[config.mk]
export PLATFORM = sky130hd
export DESIGN_NAME = morse_tx
export DESIGN_NICKNAME = d
export VERILOG_FILES = /design/src/rtl/morse_pkg.sv /design/src/rtl/morse_unit_timer.sv /design/src/rtl/morse_tx.sv
export SDC_FILE = /design/constraint.sdc
export NUM_CORES = 1
export LEC_CHECK = 0
export CAP_MARGIN = 15
export CELL_PAD_IN_SITES_DETAIL_PLACEMENT = 0
export CELL_PAD_IN_SITES_GLOBAL_PLACEMENT = 1
export CORE_MARGIN = 1.5
export CORE_UTILIZATION = 33
export DETAILED_ROUTE_END_ITERATION = 16
export GPL_TIMING_DRIVEN = 0
export PLACE_DENSITY = 0.74
export SETUP_SLACK_MARGIN = 0.1
export SLEW_MARGIN = 0
export SYNTH_ARGS = -nofsm -noshare
export SYNTH_HDL_FRONTEND = slang
export SYNTH_HIERARCHICAL = 1
export SYNTH_SLANG_ARGS = --single-unit
[constraint.sdc]
create_clock -name CLOCK_50 -period 2.8 [get_ports CLOCK_50]
set_input_delay 0.42 -clock CLOCK_50 [delete_from_list [all_inputs] [get_ports CLOCK_50]]
set_output_delay 0.42 -clock CLOCK_50 [all_outputs]
set_load 0.02 [all_outputs]
[src/rtl/morse_pkg.sv]
// Shared types, constants and the A-Z / 0-9 Morse table for morse_tx.
package morse_pkg;

  typedef enum logic [2:0] {
    StIdle,
    StMark,
    StSpace,
    StGap,
    StFault
  } state_e;

  localparam logic DOT  = 1'b0;
  localparam logic DASH = 1'b1;

  localparam int unsigned NUM_CODES = 36;

  typedef struct packed {
    logic       valid;
    logic [2:0] len;
    logic [4:0] pattern;
  } morse_entry_t;

  // Element i is pattern[i], so each pattern reads as the Morse string reversed.
  function automatic morse_entry_t morse_lookup(input logic [31:0] code);
    morse_entry_t e;
    case (code)
      0:  e = {1'b1, 3'd2, 5'b00010};
      1:  e = {1'b1, 3'd4, 5'b00001};
      2:  e = {1'b1, 3'd4, 5'b00101};
      3:  e = {1'b1, 3'd3, 5'b00001};
      4:  e = {1'b1, 3'd1, 5'b00000};
      5:  e = {1'b1, 3'd4, 5'b00100};
      6:  e = {1'b1, 3'd3, 5'b00011};
      7:  e = {1'b1, 3'd4, 5'b00000};
      8:  e = {1'b1, 3'd2, 5'b00000};
      9:  e = {1'b1, 3'd4, 5'b01110};
      10: e = {1'b1, 3'd3, 5'b00101};
      11: e = {1'b1, 3'd4, 5'b00010};
      12: e = {1'b1, 3'd2, 5'b00011};
      13: e = {1'b1, 3'd2, 5'b00001};
      14: e = {1'b1, 3'd3, 5'b00111};
      15: e = {1'b1, 3'd4, 5'b00110};
      16: e = {1'b1, 3'd4, 5'b01011};
      17: e = {1'b1, 3'd3, 5'b00010};
      18: e = {1'b1, 3'd3, 5'b00000};
      19: e = {1'b1, 3'd1, 5'b00001};
      20: e = {1'b1, 3'd3, 5'b00100};
      21: e = {1'b1, 3'd4, 5'b01000};
      22: e = {1'b1, 3'd3, 5'b00110};
      23: e = {1'b1, 3'd4, 5'b01001};
      24: e = {1'b1, 3'd4, 5'b01101};
      25: e = {1'b1, 3'd4, 5'b00011};
      26: e = {1'b1, 3'd5, 5'b11111};
      27: e = {1'b1, 3'd5, 5'b11110};
      28: e = {1'b1, 3'd5, 5'b11100};
      29: e = {1'b1, 3'd5, 5'b11000};
      30: e = {1'b1, 3'd5, 5'b10000};
      31: e = {1'b1, 3'd5, 5'b00000};
      32: e = {1'b1, 3'd5, 5'b00001};
      33: e = {1'b1, 3'd5, 5'b00011};
      34: e = {1'b1, 3'd5, 5'b00111};
      35: e = {1'b1, 3'd5, 5'b01111};
      default: e = '0;
    endcase
    return e;
  endfunction

endpackage

[src/rtl/morse_unit_timer.sv]
// Down-counter that times one or three Morse units; expire is high in the last cycle.
module morse_unit_timer #(
  parameter int unsigned UNIT_CYCLES = 25000000
) (
  input  logic CLOCK_50,
  input  logic resetn,
  input  logic load,
  input  logic mult3,
  output logic expire
);

  localparam int unsigned CntW = $clog2(3 * UNIT_CYCLES);
  localparam logic [CntW-1:0] OneUnit   = CntW'(UNIT_CYCLES);
  localparam logic [CntW-1:0] ThreeUnit = CntW'(3 * UNIT_CYCLES);

  logic [CntW-1:0] cnt_q, cnt_d;

  // Expiry at a count of 1 makes a load of N last exactly N cycles; zero is a resting value.
  always_comb begin
    cnt_d = cnt_q;
    if (load) begin
      cnt_d = mult3 ? ThreeUnit : OneUnit;
    end else if (cnt_q != '0) begin
      cnt_d = cnt_q - 1'b1;
    end
  end

  always_ff @(posedge CLOCK_50 or negedge resetn) begin
    if (!resetn) begin
      cnt_q <= '0;
    end else begin
      cnt_q <= cnt_d;
    end
  end

  assign expire = (cnt_q == CntW'(1));

endmodule

[src/rtl/morse_tx.sv]
// Morse-code character transmitter with start/busy/done handshake.
// Define MORSE_TX_REPEAT_EN to add the repeat_en port for continuous repetition.
module morse_tx
  import morse_pkg::*;
#(
  parameter int unsigned UNIT_CYCLES = 25000000,
  parameter int unsigned MAX_LEN     = 5,
  parameter int unsigned CODE_W      = 6
) (
  input  logic              CLOCK_50,
  input  logic              resetn,
  input  logic              start,
  input  logic [CODE_W-1:0] char_code,
`ifdef MORSE_TX_REPEAT_EN
  input  logic              repeat_en,
`endif
  output logic              busy,
  output logic              done,
  output logic              invalid,
  output logic              led
);

  localparam int unsigned LenW = $clog2(MAX_LEN + 1);

  state_e          state_q, state_d;
  logic [4:0]      pat_q, pat_d;
  logic [LenW-1:0] len_q, len_d;
  morse_entry_t    entry;
  logic            accept;
  logic            load, mult3, expire;

  assign entry  = morse_lookup(32'(char_code));
  assign accept = (state_q == StIdle) && start && entry.valid;

  morse_unit_timer #(
    .UNIT_CYCLES(UNIT_CYCLES)
  ) u_timer (
    .CLOCK_50(CLOCK_50),
    .resetn  (resetn),
    .load    (load),
    .mult3   (mult3),
    .expire  (expire)
  );

`ifdef MORSE_TX_REPEAT_EN
  logic [4:0]      first_pat_q;
  logic [LenW-1:0] first_len_q;

  always_ff @(posedge CLOCK_50 or negedge resetn) begin
    if (!resetn) begin
      first_pat_q <= '0;
      first_len_q <= '0;
    end else if (accept) begin
      first_pat_q <= entry.pattern;
      first_len_q <= LenW'(entry.len);
    end
  end
`endif

  // The timer is loaded on every state entry, with the duration of the state being entered.
  always_comb begin
    state_d = state_q;
    pat_d   = pat_q;
    len_d   = len_q;
    load    = 1'b0;
    mult3   = 1'b0;
    unique case (state_q)
      StIdle: begin
        if (accept) begin
          state_d = StMark;
          load    = 1'b1;
          mult3   = (entry.pattern[0] == DASH);
          pat_d   = entry.pattern;
          len_d   = LenW'(entry.len);
        end else if (start) begin
          state_d = StFault;
        end
      end
      StMark: begin
        if (expire) begin
          load = 1'b1;
          if (len_q > LenW'(1)) begin
            state_d = StSpace;
          end else begin
            state_d = StGap;
            mult3   = 1'b1;
          end
        end
      end
      StSpace: begin
        if (expire) begin
          state_d = StMark;
          load    = 1'b1;
          mult3   = (pat_q[1] == DASH);
          pat_d   = pat_q >> 1;
          len_d   = len_q - 1'b1;
        end
      end
      StGap: begin
        if (expire) begin
`ifdef MORSE_TX_REPEAT_EN
          if (repeat_en) begin
            state_d = StMark;
            load    = 1'b1;
            mult3   = (first_pat_q[0] == DASH);
            pat_d   = first_pat_q;
            len_d   = first_len_q;
          end else begin
            state_d = StIdle;
          end
`else
          state_d = StIdle;
`endif
        end
      end
      StFault: state_d = StIdle;
      default: state_d = StIdle;
    endcase
  end

  always_ff @(posedge CLOCK_50 or negedge resetn) begin
    if (!resetn) begin
      state_q <= StIdle;
      pat_q   <= '0;
      len_q   <= '0;
    end else begin
      state_q <= state_d;
      pat_q   <= pat_d;
      len_q   <= len_d;
    end
  end

  // Outputs decode the registered state so a reset clears them without a clock edge.
  always_comb begin
    led     = (state_q == StMark);
    busy    = (state_q != StIdle);
    done    = ((state_q == StGap) && expire) || (state_q == StFault);
    invalid = (state_q == StFault);
  end

endmodule

==> summary.md, run 1 <==
| Metric | Value |
|---|---|
| Leakage | 1.309 nW |
| Commonest non-fill, non-tap cell in the layout | nor2_1 |
| Clk Tree Root Cell | clkbuf_8 |
| Critical path's slowest cell | dfrtp_2 |
| CTS H-tree depth | 2 |
| CTS tree | built |
| Initial Utilization | 34.02% |
| Worst hold slack | 0.2256 ns |
| Clk_skew | 0.007640 ns |
| Number of vias per cell | 5.463 |
| Buffers & Inverters on Critical Path | 2 |
| Warnings from Yosys | 6 |
| Nets | 368 |
| Most frequent cells in the layout | 33 x nor2_1, 32 x dfrtp_1, 25 x nand2_1, 24 x buf_4, 20 x a21oi_1 |
| Die area | 0.009032 mm² |
| Core Rows | 33 |
| Wire per inst | 14.94 µm |
| Worst Hold Class | in -> async |
| Count of final setup violators | 0 |
| CP top delay family | simple AND/OR/NAND/NOR gates |
| First-pass GRT wire length | 11.38 mm |
| Total power | 2.181 mW |
| Port Buf Inserts | 9 |
| Final hold violations | 0 |
| Largest net degree at the start of global routing | 38 |
| EDFF count, synth | 0 |
| Die width | 95.04 µm |
| Area grow syn2layout | 20.90% |
| Total GRT Usage | 15.89% |
| Initial drt markers | 152 |
| Gpl congestion | 0.8610 |
| Sw Share | 38.76% |
| Status | finished clean |
| Comb power frac | 40.8% |
| Routed WL | 6.785 mm |
| CTS Buf Count | 5 |
| Worst Path Required | 2.38 ns |
| Layout Cells excl Fill | 454 |
| Clock Pin Slew Worst Setup and Hold Paths | 0.08 ns |
| Post-place setup slack | -0.7103 ns |
| Highest clock rate | 0.3823 GHz |
| Number of antenna violations at the first check in global routing | 0 |
| Die height | 95.04 µm |
| Slew @ Worst Pin | 0.8335 ns |
| Post-Synthesis Cells | 312 |
| Vias in the first global route | 2282 |
| Total gr overflow | 0 |
| Critical Path AT | 2.20 ns |
| Placed insts | 426 |
| WS Path Type | reg -> out |
| Routed vias | 2480 |
| CP peak stage delay | 0.44 ns |
| Period utilisation layout | 93.43% |
| Seq cells post-synth | 37 |
| Clock power share | 17.4% |
| CP startpoint kind | flip-flop |
| Residual DRC | 0 |
| Commonest register cell after synthesis | dfrtp_1 |
| Final Core Density | 41.13% |
| Placed Area | 0.003027 mm² |
| Fin Setup TNS | 0 ns |
| CTS max path bufs | 2 |
| Critical-path cell list | nor3_4 > and4_1 > buf_6 > nand2_8 > nor4_4 > nand2_1 > o21bai_1 > buf_4 |
| Iteration count of the initial detailed-routing pass | 4 |
| Routed Antenna Nets | 0 |
| Net Count, Synth | 331 |
| NetSw | 0.8454 mW |
| Post-synth ARST share | 100.0% |
| Worst-path fanout max | 7 |
| Num ports | 13 |
| Final Critical Period | 2.616 ns |
| Fin area | 0.003379 mm² |
| Maximum VDD drop | 0.2235 mV |
| Power per cell area | 645.4 mW/mm² |
| Mapped Area | 0.002795 mm² |
| CTS sink cnt | 37 |
| Antenna Cells | 0 |
| Hpwl dp | 4.698 mm |
| Max cap viols | 0 |
| Max-slew violation count | 0 |
| Synthesized area per cell | 8.959 µm² |
| Endpoint type of the worst setup path | primary output |
| Layout cells sized above 1 | 24.93% |
| RSZ-0062 raised after global routing | true |
| Synth cell types | 82 |
| Post-cts hold buffer count | 0 |
| Final Worst Setup Slack | 0.1841 ns |
| Register area share after synthesis | 33.12% |
| Internal Power | 1.336 mW |
| Clk_lat worst skew | 0.29 ns |
| Core area | 0.008217 mm² |
| Max-slew headroom | 44.44% |
| Register share of total power | 41.8% |
-- state kept, by name, indices dropped and copies added, names as in the netlist --
signal and count:
u_timer/cnt_q 27, pat_q 4, len_q 3, state_q 3
-- power by group through the flow --
stage | clock [mW] | sequential [mW] | combinational [mW]
detailed placement | 0 | 0.902 | 0.808
floorplan | 0 | 0.856 | 0.631
finish | 0.380 | 0.911 | 0.890
CTS | 0.391 | 0.902 | 0.842
global placement | 0 | 0.892 | 0.801
global route | 0.416 | 0.943 | 0.996
-- path summary, 6_finish.rpt --
path	startpoint	to	slack (ns)	cells past startpoint
worst max-delay path	u_timer/cnt_q[18]	done	0.18	8
worst min-delay path	resetn	state_q[1]	0.23	1
worst max register to register	u_timer/cnt_q[18]	u_timer/cnt_q[9]	0.30	13
worst min register to register	pat_q[4]	pat_q[4]	0.48	2
max in group asynchronous	resetn	u_timer/cnt_q[23]	1.99	1
min in group CLOCK_50	char_code[5]	pat_q[2]	0.45	3
-- synth_stat cells, types with 4 or more instances --
cell | n | area share, %
xor2_1 | 6 | 1.9
or4_1 | 6 | 1.6
or2_2 | 4 | 0.90
nor2_1 | 34 | 4.6
nand3_1 | 6 | 1.1
o21ai_0 | 15 | 2.7
inv_1 | 13 | 1.7
nand2b_1 | 5 | 1.1
o31ai_1 | 8 | 2.1
clkbuf_1 | 5 | 0.67
nand2_1 | 27 | 3.6
ha_1 | 10 | 4.5
nor3_1 | 8 | 1.4
a21oi_1 | 20 | 3.6
dfrtp_1 | 37 | 33
xnor2_1 | 8 | 2.5
nor3b_1 | 5 | 1.3
-- routing by layer --
| layer | vias up | track usage [%] | share of wire, % |
|---|---|---|---|
| met2 | 55 | 24.46 | 47 |
| li1 | 1226 | - | - |
| met1 | 1195 | 23.24 | 49 |
| met4 | 0 | 3.731 | 0.93 |
| met3 | 4 | 2.392 | 3.9 |
| met5 | - | 0 | 0 |
-- cells by family after synthesis --
logic type / Yosys count / share of synthesized area, %
XOR/XNOR: 14 / 4.387
AO/OA/AOI/OAI: 88 / 23.01
flip-flops: 37 / 33.12
AND/OR/NAND/NOR: 130 / 26.95
adder cells (fa/ha/maj): 10 / 4.476
buffers and inverters: 30 / 6.490
multiplexers: 3 / 1.567
-- repair_timing --
action,4_1_cts,5_1_grt
gates resized for setup,15,28
buffers inserted,2,19
endpoints found under the setup margin,37,26
pin swaps,2,10
-- worst register-to-register path, stage by stage (launching register included) --
cell and delay [ns]:
dfrtp_2 0.44, nor3_4 0.22, and4_1 0.23, buf_6 0.15
nand2_8 0.07, nor4_4 0.36, buf_4 0.20, a21oi_4 0.09
nand2_2 0.13, buf_8 0.11, inv_1 0.07, nand2_1 0.07
a21oi_1 0.04, a31o_2 0.22
-- final cells by class --
cell class              count  area [µm²]
fillers                   826        4837
multi-input cells         245        1780
well taps                 105       131.4
clock buffers               7       86.33
repair buffers             30       241.5
flip-flops and latches     37       932.1
plain buffers              17       158.9
inverters                  13       48.80
(Power assumes the default switching activity.)
==> run 2: changes to the inputs <==
CORE_MARGIN = 2   (was 1.5)
==> summary.md, run 2 (synthesis results as in run 1) <==
| Metric | Value |
|---|---|
| Status | finished clean |
| Worst hold slack | 0.2223 ns (-0.003314 ns) |
| Layout Cells excl Fill | 453 (-0.22%) |
| Max cap viols | 0 (unchanged) |
| Comb power frac | 40.7% (about the same) |
| Largest net degree at the start of global routing | 38 (unchanged) |
| Gpl congestion | 0.8280 (-3.8%) |
| Clk Tree Root Cell | clkbuf_8 |
| Placed Area | 0.003027 mm² (unchanged) |
| Num ports | 13 (unchanged) |
| Crit Reg-Reg Startpoint | u_timer/cnt_q[13] |
| CTS sink cnt | 37 (unchanged) |
| Max-slew violation count | 0 (unchanged) |
| Total GRT Usage | 15.54% (-0.35 points) |
| Period utilisation layout | 95.05% (+1.6 points) |
| Hpwl dp | 4.797 mm (+2.1%) |
| Layout cells sized above 1 | 23.85% (-1.1 points) |
| Count of final setup violators | 0 (unchanged) |
| Number of antenna violations at the first check in global routing | 0 (unchanged) |
| Initial Utilization | 34.02% (unchanged) |
| Internal Power | 1.296 mW (-3.0%) |
| Core area | 0.008217 mm² (unchanged) |
| Routed WL | 6.822 mm (+0.55%) |
| Setup crit start | u_timer/cnt_q[13] |
| Fin Setup TNS | 0 ns (unchanged) |
| Reg2Reg Setup Slack | 0.23 ns (-0.07 ns) |
| CP top delay family | simple AND/OR/NAND/NOR gates |
| Critical path's slowest cell | dfrtp_2 |
| CP startpoint kind | flip-flop |
| Worst Path Required | 2.38 ns (about the same) |
| Final Critical Period | 2.661 ns (+0.04550 ns) |
| CTS max path bufs | 2 (unchanged) |
| CTS Buf Count | 5 (unchanged) |
| CTS H-tree depth | 2 (unchanged) |
| Buffers & Inverters on Critical Path | 2 (unchanged) |
| Port Buf Inserts | 9 (unchanged) |
| Power per cell area | 643.0 mW/mm² (-0.37%) |
| Total gr overflow | 0 (unchanged) |
| Clk_skew | 0.01480 ns (+0.007161 ns) |
| Wire per inst | 15.06 µm (+0.77%) |
| Routed Antenna Nets | 0 (unchanged) |
| Placed insts | 426 (unchanged) |
| CP peak stage delay | 0.43 ns (about the same) |
| Worst Hold Class | in -> async |
| Fillers | 836 (+1.2%) |
| Sw Share | 39.63% (+0.87 points) |
| WS Path Type | reg -> out |
| Clock power share | 16.9% (-0.5 points) |
| Clock Pin Slew Worst Setup and Hold Paths | 0.08 ns (about the same) |
| Worst-path fanout max | 7 (unchanged) |
| Area grow syn2layout | 19.43% |
| Worst reg2reg path depth | 13 (unchanged) |
| Endpoint type of the worst setup path | primary output |
| RSZ-0062 raised after global routing | true |
| Max reg flops | 27 (unchanged) |
| Reg-to-reg endpoint | u_timer/cnt_q[9] |
| Most frequent cells in the layout | 34 x dfrtp_1, 33 x nor2_1, 25 x nand2_1, 22 x buf_4, 20 x a21oi_1 |
| Number of vias per cell | 5.453 (-0.18%) |
| Slew @ Worst Pin | 0.8454 ns (+0.01193 ns) |
| Core Rows | 33 (unchanged) |
| Die height | 96.04 µm (+1.1%) |
| NetSw | 0.8506 mW (+0.61%) |
| Die width | 96.04 µm (+1.1%) |
| Initial drt markers | 114 (-25%) |
| Nets | 366 (-0.54%) |
| Residual DRC | 0 (unchanged) |
| Total power | 2.147 mW (-1.6%) |
| Area of the multi-input gates | 0.001769 mm² (-0.63%) |
| Clk_lat worst skew | 0.29 ns (about the same) |
| Highest clock rate | 0.3757 GHz (-1.7%) |
| Maximum VDD drop | 0.2326 mV (+4.1%) |
| Max-slew headroom | 43.64% (-0.80 points) |
| Biggest register | u_timer/cnt_q |
| Die area | 0.009223 mm² (+2.1%) |
| First-pass GRT wire length | 11.32 mm (-0.49%) |
| Leakage | 1.315 nW (+0.46%) |
| Critical-path cell list | nor3_4 > and4_1 > buf_6 > nand2_4 > nor4_4 > nand2_1 > o21bai_1 > buf_4 |
| Register cell area after layout | 929.6 µm² (-0.27%) |
| Iteration count of the initial detailed-routing pass | 4 (unchanged) |
| Register share of total power | 42.4% (+0.6 points) |
| Largest regs | u_timer/cnt_q x27, pat_q x4 |
| CTS tree | built |
| Antenna Cells | 0 (unchanged) |
| Critical Path AT | 2.24 ns (+0.04 ns) |
| Vias in the first global route | 2251 (-1.4%) |
| Commonest non-fill, non-tap cell in the layout | dfrtp_1 |
| Final hold violations | 0 (unchanged) |
| Fin area | 0.003338 mm² (-1.2%) |
| Routed vias | 2470 (-0.40%) |
-- run 2: changes by cell type in the layout (fill, tap and decap cells not counted) --
| cell | change |
|---|---|
| buf_6 | +1 |
| and2_1 | +1 |
| dfrtp_1 | +2 |
| buf_4 | -2 |
| dfrtp_2 | -2 |
| clkinv_2 | +2 |
| nand2_8 | -1 |
| buf_12 | -1 |
| clkbuf_8 | -1 |
| and2_4 | -1 |
| nand2_4 | +1 |
-- run 2: cell type report --
class                           count  area share, %
Buffer                             17          4.498
Multi-Input combinational cell    245          53.00
Sequential cell                    37          27.85
Clock inverter                      2         0.2999
Timing Repair Buffer               28          6.784
Clock buffer                        6          2.174
Inverter                           13          1.462
Tap cell                          105          3.936
-- run 2: power by group through the flow --
stage / clock network [mW] / logic (mW) / registers [mW]
2_1_floorplan: 0 / 0.631 / 0.856
3_3_place_gp: 0 / 0.801 / 0.892
3_5_place_dp: 0 / 0.814 / 0.898
4_1_cts: 0.373 / 0.857 / 0.906
5_1_grt: 0.398 / 0.978 / 0.942
6_report: 0.363 / 0.875 / 0.909
-- run 2: worst max path at each step --
stage                       end  slack, ns  cells after the start
3_3_place_gp               done      -0.75                      8
6_report                   done       0.14                      8
4_1_cts                    done       0.10                      8
3_5_place_dp               done      -0.71                      8
5_1_grt                    done     -0.002                      8
2_1_floorplan  u_timer/cnt_q[0]       0.12                     10
-- run 2: what timing repair did --
action                                 4_1_cts  5_1_grt
setup endpoints to repair                   37       25
buffers inserted                             2       17
pin swaps                                    2        7
hold buffers                                 0        0
resized for setup                           17       20
endpoints found under the hold margin        0        0
-- run 2: per-layer routing --
| layer | global-route usage, % | up-vias | wire (µm) |
|---|---|---|---|
| met1 | 23.06 | 1206 | 3461 |
| met4 | 3.810 | 0 | 85 |
| met3 | 2.506 | 8 | 181 |
| li1 | - | 1216 | - |
| met2 | 23.44 | 40 | 3094 |
| met5 | 0 | - | 0 |
-- run 2: per-stage QoR --
step	worst slack [ns]	util, %
after floorplan	0.1248	-
final	0.1386	40.63
after global routing	-0.002498	40.63
after CTS	0.1024	38.74
after global placement	-0.7457	36.90
after detailed placement	-0.7098	36.84
==> run 3: changes to the inputs <==
SKIP_LAST_GASP = 1   (was default)
==> results of run 3 <==
Same layout as run 2: the final DEF is identical, and so are final timing and power.
==> patch 1: new RTL, settings of run 1 <==
Add an input register stage for `start` and `char_code`; this delays them by one clock.
--- a/src/rtl/morse_tx.sv
+++ b/src/rtl/morse_tx.sv
@@ -22,6 +22,14 @@
 
   localparam int unsigned LenW = $clog2(MAX_LEN + 1);
 
+  logic start_q;
+  logic [CODE_W-1:0] char_code_q;
+
+  always_ff @(posedge CLOCK_50) begin
+    start_q     <= start;
+    char_code_q <= char_code;
+  end
+
   state_e          state_q, state_d;
   logic [4:0]      pat_q, pat_d;
   logic [LenW-1:0] len_q, len_d;
@@ -29,8 +37,8 @@
   logic            accept;
   logic            load, mult3, expire;
 
-  assign entry  = morse_lookup(32'(char_code));
-  assign accept = (state_q == StIdle) && start && entry.valid;
+  assign entry  = morse_lookup(32'(char_code_q));
+  assign accept = (state_q == StIdle) && start_q && entry.valid;
 
   morse_unit_timer #(
     .UNIT_CYCLES(UNIT_CYCLES)
@@ -72,7 +80,7 @@
           mult3   = (entry.pattern[0] == DASH);
           pat_d   = entry.pattern;
           len_d   = LenW'(entry.len);
-        end else if (start) begin
+        end else if (start_q) begin
           state_d = StFault;
         end
       end
Function: changed (a bounded check fails within 4 cycles, from zero or initial values and one cycle with resetn low).
==> patch 1 against run 1 <==
Sequential power rose by 13%; cell area is 3.3% higher; clock skew fell by 0.0021 ns; routed wire length is 3.9% lower; sequential share of layout area grew 4.8 points; clock power increased by 5.5%; die area rose by 5.3%; area after synthesis is 5.5% higher; setup slack lost 0.0081 ns; sequential cell count is 10 higher; power rose by 6.7%; largest cell class unchanged; largest power group unchanged.
==> patch 1: results (changes against run 1) <==
stage,metric,value,unit,change
run_status,outcome,"complete, no violations",,unchanged
critical_path,crit-path max FO,4,,was 7
yosys,Cell variety after synth,72,,was 82
placement,detailed placement HPWL,4.57,mm,was 4.70 mm
critical_path,worst setup path start,u_timer/cnt_q[23],,was u_timer/cnt_q[18]
power,Static Leak,1.34,nW,was 1.31 nW
final_layout,Syn-to-layout area delta,18.4,%,was 20.9%
yosys,register area share after synthesis,0.382,,was 0.331
yosys,post-synthesis xor/xnor area fraction,0.0445,,was 0.0439
yosys,Post-Synth Adder-Cell Area,0.0382,,was 0.0448
sta,Period minus WS final,2.62,ns,about the same
yosys,Area contributors post-synth,"dfrtp_1, dfxtp_1, nor2_1",,"was dfrtp_1, nor2_1, ha_1"
final_layout,Final #Nets,371,,was 368
global_route,vias in the first global route,2326,,was 2282
global_route,first-pass GRT wire length,11.2,mm,was 11.4 mm
placement,Placed Area,3200,µm²,was 3030 µm²
sta,Fin Clk Skew,0.00553,ns,was 0.00764 ns
critical_path,Slowest Stage Delay on Critical Path,0.45,ns,
critical_path,flop-to-flop setup slack,0.23,ns,was 0.30 ns
drt,final wirelength,6.52,mm,was 6.79 mm
yosys,Mapped Nets,339,,was 331
drt,Starting DRT DRC Count,109,,was 152
critical_path,Worst Reg2Reg Path Length in Cells,12,,was 13
final_layout,layout cell share with drive strength beyond 1,0.209,,was 0.249
global_route,GRT Util Overall,0.140,,was 0.159
yosys,post-synthesis mux area share,0.0395,,was 0.0157
yosys,Synth async-reset ratio,0.787,,was 1.00
yosys,top_reg_cell synth,dfrtp_1,,unchanged
placement,Buffers on Ports,10,,was 9
sta,Slew Limit Headroom,0.453,,was 0.444
final_layout,Filler Cell Count,900,,was 826
drt,drt via density,5.34,,was 5.46
placement,GP Congestion,0.858,,was 0.861
placement,Post-Place Setup Slack,-0.484,ns,was -0.710 ns
yosys,commonest cells in the netlist,"dfrtp_1, nor2_1, nand2_1",,unchanged
power,Switch Pwr,894,µW,was 845 µW
final_layout,max reg flops,27,,unchanged
critical_path,RR Endpoint,u_timer/cnt_q[1],,was u_timer/cnt_q[9]
-- patch 1: cell types whose count changed in the layout (fill, tap and decap cells not counted), moves of 4 or more --
cell      before  now
nor3b_1        5    1
buf_2          3   10
buf_4         24   19
nand2b_1       5    9
mux2i_1        1    6
dfxtp_1        0   10
-- patch 1: cell type report --
class,count,area share
repair buffers,25,0.0588
well taps,108,0.0387
flip-flops and latches,47,0.324
clock buffers,5,0.0197
multi-input cells,243,0.502
plain buffers,18,0.0376
clock inverters,3,0.00573
inverters,13,0.0140
-- patch 1: per-layer routing --
layer / part of all wire / vias up / global-route usage / routed length, µm
met5: 0 / - / 0 / 0
met4: 0.0081 / 0 / 0.0275 / 53
met3: 0.021 / 6 / 0.0245 / 139
met2: 0.49 / 28 / 0.234 / 3220
met1: 0.48 / 1191 / 0.190 / 3100
li1: - / 1241 / - / -
-- patch 1: power by group through the flow --
stage | sequential, mW | clock (mW) | combinational (mW)
final | 1.03 | 0.401 | 0.891
after global placement | 1.03 | 0 | 0.835
after global routing | 1.07 | 0.451 | 0.987
after detailed placement | 1.03 | 0 | 0.845
after CTS | 1.03 | 0.427 | 0.881
after floorplan | 0.994 | 0 | 0.655
-- patch 1: what timing repair did --
item                       in CTS  in global routing
hold buffers                    0                  0
resized for setup              17                 17
pin swaps                       3                  8
setup buffers                   3                 12
setup endpoints to repair      34                 17
-- patch 1: stage by stage --
stage | cells | hold slack (ns)
detailed placement | 439 | 0.448
CTS | 450 | 0.243
floorplan | 321 | 0.124
finish | 462 | 0.209
global placement | 439 | 0.442
global route | 462 | 0.276
==> patch 2: new RTL, settings of run 1 <==
Without the edit above. Build with the macro `MORSE_TX_REPEAT_EN` defined.
--- a/src/rtl/morse_tx.sv
+++ b/src/rtl/morse_tx.sv
@@ -1,5 +1,7 @@
 // Morse-code character transmitter with start/busy/done handshake.
 // Define MORSE_TX_REPEAT_EN to add the repeat_en port for continuous repetition.
+`define MORSE_TX_REPEAT_EN
+
 module morse_tx
   import morse_pkg::*;
 #(
Interface: changed (added repeat_en); port bits go from 13 to 14. No check against the original RTL was run, so the function may have changed too.
==> patch 2 against run 1 <==
Routed wire length up 22%; sequential cell count grew 8; area after synthesis rose by 14%; cell area up 18%; setup slack worse by 0.12 ns; non-clock buffer count increased by 14; critical path depth is 3 higher; register-to-register slack worse by 0.23 ns; die area up 14%.
Power is not compared: it rests on default switching activity, and its combinational part moved more than twofold at a synthesized area within 25%.
==> patch 2: results (changes against run 1) <==
stage,metric,value,unit,change
final_layout,comb_multi_in,278,,was 245
final_layout,nonclk inv count,17,,was 13
final_layout,clk tree area frac,0.0291,,was 0.0255
placement,Buffers on Ports,13,,was 9
yosys,Mapped Nets,381,,was 331
final_layout,Data buffer area share,0.125,,was 0.118
critical_path,crit-path max FO,4,,was 7
yosys,complex-gate fraction of the synthesized area,0.229,,was 0.230
drt,Starting DRT DRC Count,83,,was 152
global_route,largest net degree at the start of global routing,32,,was 38
global_route,GRT Util Overall,0.165,,was 0.159
final_layout,Filler Cell Count,935,,was 826
critical_path,Worst Reg2Reg Path Length in Cells,11,,was 13
placement,placed cells,505,,was 426
final_layout,Final #Nets,427,,was 368
drt,drt via density,5.40,,was 5.46
floorplan,n_taps,129,,was 105
final_layout,fraction of area in multi-input gates,0.507,,was 0.527
yosys,Syn. warnings,6,,unchanged
yosys,post-synthesis mux area share,0.0266,,was 0.0157
placement,Placed Area,3560,µm²,was 3030 µm²
yosys,register area share after synthesis,0.352,,was 0.331
run_status,outcome,"complete, no violations",,unchanged
yosys,Post-Synth Adder-Cell Area,0.0352,,was 0.0448
drt,WL/cell,15.4,µm,was 14.9 µm
sta,Slew @ Worst Pin,0.540,ns,was 0.833 ns
final_layout,FFs & Latches,45,,was 37
yosys,post-synthesis xor/xnor area fraction,0.0411,,was 0.0439
yosys,Gate Count Post-Synth,362,,was 312
placement,GP Congestion,0.879,,was 0.861
yosys,Area contributors post-synth,"dfrtp_1, nor2_1, nand2_1",,"was dfrtp_1, nor2_1, ha_1"
global_route,first-pass GRT wire length,13.4,mm,was 11.4 mm
final_layout,register share of the cell area,0.282,,was 0.276
drt,via count,2904,,was 2480
final_layout,bufs w/o clock,61,,was 47
placement,detailed placement HPWL,5.71,mm,was 4.70 mm
sta,Fin Clk Skew,0.00717,ns,was 0.00764 ns
critical_path,flop-to-flop setup slack,0.07,ns,was 0.30 ns
-- patch 2: layer usage --
layer / part of all wire / routed length [µm] / global-route usage
met5: 0 / 0 / 0
met4: 0.017 / 137 / 0.0459
met2: 0.48 / 3980 / 0.261
met3: 0.032 / 263 / 0.0317
met1: 0.47 / 3910 / 0.231
-- patch 2: metrics by stage --
step,hold WS (ns),utilization
floorplan,0.124,-
global placement,0.460,0.380
detailed placement,0.361,0.382
CTS,0.0230,0.403
global route,0.0265,0.429
finish,0.0261,0.429
-- patch 2: repair_timing --
| action | 4_1_cts | 5_1_grt |
|---|---|---|
| endpoints found under the hold margin | 0 | 0 |
| setup buffers | 6 | 20 |
| resized for setup | 15 | 33 |
| pin swaps | 4 | 13 |
| setup endpoints to repair | 28 | 29 |
-- patch 2: worst max-delay path by stage --
stage / from / end / slack (ns) / cells past startpoint
2_1_floorplan: u_timer/cnt_q[25] / u_timer/cnt_q[1] / 0.11 / 11
3_3_place_gp: u_timer/cnt_q[15] / u_timer/cnt_q[1] / -0.47 / 11
3_5_place_dp: u_timer/cnt_q[20] / u_timer/cnt_q[1] / -0.45 / 11
4_1_cts: u_timer/cnt_q[26] / u_timer/cnt_q[1] / 0.10 / 11
5_1_grt: u_timer/cnt_q[25] / u_timer/cnt_q[9] / -0.09 / 11
6_report: u_timer/cnt_q[18] / u_timer/cnt_q[9] / 0.07 / 11
-- patch 2: cell families after synthesis --
| kind of cell | count (synthesis) |
|---|---|
| DFF | 45 |
| and+or+nand+nor | 149 |
| buffers and inverters | 39 |
| xor gates and xnor gates | 15 |
| adders and majority gates | 9 |
| AOI/OAI and AO/OA | 97 |
| muxes | 8 |
-- patch 2: power by group --
part           switching [mW]  internal [mW]  total (mW)
Clock                   0.234          0.291       0.525
Combinational           0.195          0.161       0.356
Sequential             0.0972          0.714       0.811
